--- config.mk ---
export PLATFORM = sky130hd
export DESIGN_NAME = instruction_sequencer
export DESIGN_NICKNAME = d
export VERILOG_FILES = /design/src/rtl/instruction_sequencer.sv
export SDC_FILE = /design/constraint.sdc
export NUM_CORES = 1
export LEC_CHECK = 0
export BUFFER_PORTS_ARGS = -buffer_cell sky130_fd_sc_hd__buf_2
export CAP_MARGIN = 20
export CORE_MARGIN = 2
export CORE_UTILIZATION = 51
export DETAILED_ROUTE_END_ITERATION = 16
export HOLD_SLACK_MARGIN = 0.15
export PLACE_DENSITY = 0.93
export SYNTH_ARGS = -nofsm -noshare
export SYNTH_HDL_FRONTEND = slang
export SYNTH_SLANG_ARGS = --single-unit
--- constraint.sdc ---
create_clock -name sysclk -period 3.2 [get_ports sysclk]
set_input_delay 0.96 -clock sysclk [delete_from_list [all_inputs] [get_ports sysclk]]
set_output_delay 0.96 -clock sysclk [all_outputs]
set_load 0.005 [all_outputs]
--- src/rtl/instruction_sequencer.sv ---
// instruction_sequencer
//   Generates the 8-phase instruction cycle (A1 A2 A3 M1 M2 X1 X2 X3),
//   latches the OPR/OPA opcode fragments and the optional second-cycle
//   operand, tracks single/double-cycle instructions through a class table,
//   evaluates the JCN/ISZ jump condition and pulses instr_valid once per
//   completed instruction.
//
// Handshake: instr_valid is a one-clock strobe with no back-pressure. While it
//   is high, opr/opa/opd/jump hold the completed record. They stay stable
//   until the next M1.
//
// Ports
//   sysclk      system clock; all state changes on the rising edge
//   poc_n       asynchronous active-low power-on clear
//   step        phase advance enable; 0 freezes all state
//   data_in     ROM/data bus input fragment
//   acc_zero    ACC == 0 from the ALU
//   cy          carry from the ALU
//   test_n      conditioned TEST pin, active low
//   add_zero    ISZ adder result == 0
//   phase       one-hot {X3,X2,X1,M2,M1,A3,A2,A1}
//   sync        A1 marker (phase[0])
//   sc          1 = first (or only) cycle, 0 = second cycle (FSM state)
//   opr / opa   latched opcode high / low fragment
//   opd         second-cycle operand {M1 fragment, M2 fragment}
//   jump        condition result of the last JCN/ISZ
//   data_out    opa while data_oe, else 0
//   data_oe     bus drive enable
//   instr_valid one-clock pulse: instruction record complete
module instruction_sequencer #(
  parameter int          DATA_W    = 4,
  parameter logic [15:0] DC_MASK   = 16'h00B2,
  parameter logic [15:0] PAIR_MASK = 16'h000C,
  parameter logic [3:0]  COND_OPR  = 4'h1,
  parameter logic [3:0]  ISZ_OPR   = 4'h7,
  parameter logic [15:0] OE_MASK   = 16'h3030
) (
  input  logic                sysclk,
  input  logic                poc_n,
  input  logic                step,
  input  logic [DATA_W-1:0]   data_in,
  input  logic                acc_zero,
  input  logic                cy,
  input  logic                test_n,
  input  logic                add_zero,
  output logic [7:0]          phase,
  output logic                sync,
  output logic                sc,
  output logic [DATA_W-1:0]   opr,
  output logic [DATA_W-1:0]   opa,
  output logic [2*DATA_W-1:0] opd,
  output logic                jump,
  output logic [DATA_W-1:0]   data_out,
  output logic                data_oe,
  output logic                instr_valid
);

  // Phase bit positions inside the one-hot ring.
  localparam int PH_M1 = 3;
  localparam int PH_M2 = 4;
  localparam int PH_X2 = 6;
  localparam int PH_X3 = 7;

  typedef enum logic {
    CYC_SECOND = 1'b0,
    CYC_FIRST  = 1'b1
  } cyc_e;

  cyc_e                state_q, state_d;
  logic [7:0]          phase_q;
  logic [DATA_W-1:0]   opr_q, opa_q;
  logic [2*DATA_W-1:0] opd_q;
  logic                jump_q, jump_d;
  logic                valid_q, valid_d;

  logic [3:0] code;
  logic       first;
  logic       dbl;
  logic       at_x3;
  logic       cond;

  // Only the low nibble classifies the instruction; wider buses carry
  // their upper bits through undecoded.
  assign code  = opr_q[3:0];
  assign first = (state_q == CYC_FIRST);
  assign dbl   = DC_MASK[code] | (PAIR_MASK[code] & ~opa_q[0]);
  assign at_x3 = phase_q[PH_X3] & step;
  assign cond  = opa_q[3] ^ ((opa_q[2] & acc_zero) |
                             (opa_q[1] & cy) |
                             (opa_q[0] & ~test_n));

  // Cycle FSM, jump condition and end-of-instruction strobe. Everything
  // here reads the pre-edge opr/opa, so the X3 decisions see the opcode
  // fragments latched during this cycle.
  always_comb begin
    state_d = state_q;
    jump_d  = jump_q;
    valid_d = 1'b0;
    if (at_x3) begin
      case (state_q)
        CYC_FIRST: begin
          if (dbl) begin
            state_d = CYC_SECOND;
          end else begin
            valid_d = 1'b1;
          end
          if (code == COND_OPR) begin
            jump_d = cond;
          end else if (code == ISZ_OPR) begin
            jump_d = ~add_zero;
          end else begin
            jump_d = 1'b0;
          end
        end
        CYC_SECOND: begin
          state_d = CYC_FIRST;
          valid_d = 1'b1;
        end
        default: state_d = CYC_FIRST;
      endcase
    end
  end

  always_ff @(posedge sysclk or negedge poc_n) begin
    if (!poc_n) begin
      state_q <= CYC_FIRST;
      jump_q  <= 1'b0;
      valid_q <= 1'b0;
    end else begin
      state_q <= state_d;
      jump_q  <= jump_d;
      // Recomputed every clock so the strobe lasts exactly one clock,
      // even when step drops right after X3.
      valid_q <= valid_d;
    end
  end

  // Phase ring and fragment latches.
  always_ff @(posedge sysclk or negedge poc_n) begin
    if (!poc_n) begin
      phase_q <= 8'h01;
      opr_q   <= '0;
      opa_q   <= '0;
      opd_q   <= '0;
    end else if (step) begin
      phase_q <= {phase_q[6:0], phase_q[7]};
      if (phase_q[PH_M1]) begin
        if (first) begin
          opr_q <= data_in;
          opd_q <= '0;  // single-cycle records report a zero operand
        end else begin
          opd_q[2*DATA_W-1:DATA_W] <= data_in;
        end
      end
      if (phase_q[PH_M2]) begin
        if (first) begin
          opa_q <= data_in;
        end else begin
          opd_q[DATA_W-1:0] <= data_in;
        end
      end
    end
  end

  assign phase       = phase_q;
  assign sync        = phase_q[0];
  assign sc          = first;
  assign opr         = opr_q;
  assign opa         = opa_q;
  assign opd         = opd_q;
  assign jump        = jump_q;
  assign instr_valid = valid_q;
  assign data_oe     = phase_q[PH_X2] & step & first & OE_MASK[code];
  assign data_out    = data_oe ? opa_q : '0;

endmodule

==> results of run 1 <==
## tightest hold or removal path, cell delays in order, from the launching register on
cell,delay (ps)
dfrtp_1,370
nand2_1,40
o21ai_0,60
## power by group through the flow
stage	clock network, mW	logic [mW]	registers, mW
3_3_place_gp	0	0.418	0.632
3_5_place_dp	0	0.439	0.648
6_report	0.148	0.434	0.642
5_1_grt	0.165	0.489	0.670
4_1_cts	0.145	0.441	0.640
2_1_floorplan	0	0.248	0.621
## sequential cells by signal, indices dropped and copies added, names as in the netlist
register	flops
sc	1
phase	8
opr	4
instr_valid	1
opa	4
jump	1
opd	8
## cell type report
cell class | instances | area [sq um]
Clock inverter | 1 | 5.00
Multi-Input combinational cell | 69 | 469
Fill cell | 201 | 768
Inverter | 5 | 18.8
Timing Repair Buffer | 43 | 215
Sequential cell | 27 | 678
Clock buffer | 3 | 22.5
Tap cell | 28 | 35.0
## through the flow
step           instances  util (%)  setup slack (ps)  cell area [sq um]  power, mW
6_report             176      65.3               345               1440       1.22
5_1_grt              176      65.3               200               1440       1.32
4_1_cts              176      65.3               330               1440       1.23
3_5_place_dp         172      64.0               332               1420       1.09
3_3_place_gp         172      64.0               374               1420       1.05
2_1_floorplan        105         -               640               1190      0.869
## worst max path at each step
stage / startpoint / to / depth (start not counted)
5_1_grt: step / data_out[3] / 5
3_5_place_dp: step / data_out[0] / 5
4_1_cts: step / data_out[0] / 5
6_report: step / data_out[0] / 5
2_1_floorplan: step / data_out[0] / 4
3_3_place_gp: step / data_out[2] / 5
## layer usage
layer  vias up  wire (um)  GRT usage [%]
li1        454          -              -
met1       467       1030           28.3
met2        25       1310           36.9
met3         6        147           4.57
met4         0         43           4.70
met5         -          0              0
## synthesized netlist by cell type, drive strengths merged (2+ instances only)
cell type | instances | area, sq um
buf | 4 | 27.5
dfstp | 2 | 52.6
and3 | 4 | 25.0
nand2 | 16 | 60.1
and2 | 4 | 25.0
nand3 | 3 | 15.0
mux2 | 14 | 158
xor2 | 2 | 17.5
nor3 | 2 | 15.0
dfrtp | 25 | 626
inv | 5 | 18.8
o21ai | 11 | 55.1
nand4b | 2 | 17.5
a21oi | 5 | 25.0
## cell families after synthesis
| family | count (synthesis) | synth area share (%) |
|---|---|---|
| buf+inv | 9 | 3.88 |
| compound gates | 20 | 9.64 |
| simple gates | 33 | 15.0 |
| mux | 14 | 13.2 |
| flops | 27 | 56.8 |
| xor+xnor | 2 | 1.47 |
==> impl_metrics.toml, run 1 <==
[sta]
final_max_slew_viol_count = 0
setup_viol = 0
skew_ps = 9.86
period_needed_ps = 2850
min_period_over_period_pct = 89.2
whs_ps = 495
fmax_mhz = 350
rsz0062_at_grt = "false"
finalHoldViolCount = 0
slew_headroom_pct = 61.9
tns_ps = 0
tightest_slew_ps = 572

[route]
first_iter_violations = 20
via_per_inst = 5.41
wirelength_um = 2530
antenna_left = 0
drcViolationCount = 0
post_drt_wl_per_cell_um = 14.4
num_vias = 952
dr.pass1.iters = 4

[worst_hold_path]
hold_path.class = "flop to flop"
min_path_cells = 2
min_to = "opd[6]"
min_from = "opd[6]"

[power_and_ir_drop]
switchingPower_mw = 0.450
pwr-share-comb_pct = 35.5
internal-power_mw = 0.773
p_leak_nw = 0.778
clkPwrFrac_pct = 12.1
swShare_pct = 36.8
irDropWorstVdd_mv = 0.539
pwr-share-seq_pct = 52.5
power_density_nw_per_um2 = 847

[outcome]
status = "finished clean"

[yosys]
syn-cell-area_sq_um = 1190
ys_seq_area_share_pct = 56.8
synthFlopType = "dfrtp_1"
synthesis.instances = 105
yosys_warnings = 0
synthDistinctLibCells = 22
synth_nets = 116
ys_ff_latch = 27
async_flop_share_pct = 100
postSynthAreaPerCell_sq_um = 11.4
synth_edf_count = 0

[clock_tree]
h-tree-depth = 1
cts_tree = "built"
clock_sinks = 27
ctsResizeCount = 0
clock_path_buffers = 2
numCtsBuffers = 3
cts_hold_buffers = 0
clock_latency_ps = 330
clkSlewWorstSetupHoldPaths_ps = 150
cts_root_buffer = "clkbuf_4"
post_cts.repair.setup_buffers = 0

[cells_and_area]
layout-drive-gt1-share_pct = 43.9
mostFrequentLayoutCells = "43 x buf_2, 25 x dfrtp_1, 16 x nand2_1"
nNetsFinal = 160
syn2layout_area_growth_pct = 21.0
mostFrequentLayoutCell = "buf_2"
antennaDiodeCount = 0

[setup_path]
cpLargestDelayFamily = "simple AND/OR/NAND/NOR gates"
cp_num_buf_inv = 2
r2r_setup_slack_ps = 1700
cpMostUsedCell = "buf_2"
worstSetupEndpointType = "output pin"
crit_type = "input port to output pin"
reg2reg_from = "sc"
r2r-end = "opd[2]"
critical_path.slowest_cell = "buf_2"
max_stage_delay_ps = 280
r2r_cells = 4
worstPathMaxFanout = 19
crit_arrival_ps = 1890
required_ps = 2240
cp_cell_sequence = "buf_2, nand2_1, nor3_2, and2_1, buf_2"
worst_setup_path_start_kind = "input port"

[flow_run]
maxCapViolations = 0

[global_routing]
overflow = 0
grtUsageTotal_pct = 21.6
grt_pass1_vias = 902
grt_pass1_wl_um = 4330
antenna_found_initial = 0
grt_max_degree = 28

[place]
gp_congestion = 0.765
dp_hpwl_um = 1940
portBuffers = 43

[die]
dieArea_sq_um = 2740
placementRows = 17
initial_core_util_pct = 54.0
die_h_um = 52.4
ios = 44
core-area_sq_um = 2210
die_w_um = 52.4
Power figures use the tool's default switching activity.
==> run 2, diff against run 1 <==
--- a/config.mk
+++ b/config.mk
@@ -11,7 +11,7 @@
 export CORE_UTILIZATION = 51
 export DETAILED_ROUTE_END_ITERATION = 16
 export HOLD_SLACK_MARGIN = 0.15
-export PLACE_DENSITY = 0.93
+export PLACE_DENSITY_LB_ADDON = 0.3
 export SYNTH_ARGS = -nofsm -noshare
 export SYNTH_HDL_FRONTEND = slang
 export SYNTH_SLANG_ARGS = --single-unit
==> impl_metrics.toml, run 2 (same netlist as run 1, synthesis figures left out) <==
[global_routing]
grt_use_met1_pct = 27.1
grt_pass1_vias = 891
grt_max_degree = 28
grtUsageTotal_pct = 20.0
grt_pass1_wl_um = 4040
grtUsageMet2_pct = 32.5
antenna_found_initial = 0
globalRouteMet3Util_pct = 3.14
overflow = 0
top_usage_layer = "met2"

[route]
post_drt_wl_per_cell_um = 13.7
dr.pass1.iters = 4
wirelength_um = 2420
antenna_left = 0
drcViolationCount = 0
first_iter_violations = 13
via_per_inst = 5.47
num_vias = 969

[sta]
slew_headroom_pct = 61.7
min_period_over_period_pct = 83.0
rsz0062_at_grt = "false"
period_needed_ps = 2650
fmax_mhz = 377
tns_ps = 0
setup_viol = 0
finalHoldViolCount = 0
tightest_slew_ps = 574
final_max_slew_viol_count = 0
skew_ps = 0.549

[clock_tree]
post_cts.repair.setup_buffers = 0
ctsResizeCount = 0
clkSlewWorstSetupHoldPaths_ps = 130
cts_tree = "built"
clock_path_buffers = 2
cts_hold_buffers = 0
numCtsBuffers = 3
cts_root_buffer = "clkbuf_4"
h-tree-depth = 1
clock_sinks = 27
clock_latency_ps = 300

[cells_and_area]
antennaDiodeCount = 0
mostFrequentLayoutCell = "buf_2"
nNetsFinal = 161
layout-drive-gt1-share_pct = 43.6
syn2layout_area_growth_pct = 21.5
mostFrequentLayoutCells = "43 x buf_2, 25 x dfrtp_1, 16 x nand2_1"

[die]
core-area_sq_um = 2210
placementRows = 17
die_w_um = 52.4
ios = 44
die_h_um = 52.4
initial_core_util_pct = 54.0
dieArea_sq_um = 2740

[place]
portBuffers = 43
dp_hpwl_um = 1860
gp_congestion = 0.826

[setup_path]
worst_setup_path_start_kind = "input port"
crit_type = "input port to output pin"
worstSetupEndpointType = "output pin"
crit_arrival_ps = 1690
worstPathMaxFanout = 5
required_ps = 2240

[worst_hold_path]
hold_path.class = "flop to flop"

[power_and_ir_drop]
total_power_mw = 1.20
irDropWorstVdd_mv = 0.442
power_density_nw_per_um2 = 829
p_leak_nw = 0.780

[outcome]
status = "finished clean"

[flow_run]
maxCapViolations = 0
## run 2: layout make-up
class / count / area, sq um
well taps: 28 / 35.0
flip-flops and latches: 27 / 678
multi-input cells: 69 / 469
fillers: 202 / 762
inverters: 5 / 18.8
repair buffers: 44 / 223
clock buffers: 4 / 26.3
## run 2: metal layers
layer,vias to the layer above,wire (um)
li1,454,-
met1,480,1060
met2,33,1190
met3,2,162
met4,0,10
met5,-,0
## run 2: worst paths after layout
path                       startpoint  slack (ps)  depth (start not counted)           to
setup / recovery                 step         550                          5  data_out[0]
hold / removal                 opd[6]         490                          2       opd[6]
setup reg to reg                   sc        1740                          4       opd[2]
hold reg to reg                opd[6]         490                          2       opd[6]
max in group asynchronous       poc_n        2190                          1           sc
min in group asynchronous       poc_n         630                          1       opa[3]
## run 2: where the power goes
part / leakage, nW / switching, mW / internal [mW]
combinational: 0.424 / 0.192 / 0.237
sequential: 0.340 / 0.145 / 0.490
clock: 0.0150 / 0.0892 / 0.0486
## run 2: critical path: stages
cell     delay, ps
buf_2          100
nand2_1         90
nor3_2         270
and2_1         170
buf_2          110
## run 2: metrics by stage
| step | hold WS, ps | setup WS (ps) | utilization [%] | cells | instance area, sq um |
|---|---|---|---|---|---|
| finish | 493 | 546 | 65.6 | 177 | 1450 |
| global route | 520 | 499 | 65.6 | 177 | 1450 |
| CTS | 498 | 546 | 65.6 | 177 | 1450 |
| detailed placement | 468 | 546 | 64.4 | 173 | 1420 |
| global placement | 462 | 599 | 64.4 | 173 | 1420 |
| floorplan | 471 | 640 | - | 105 | 1190 |
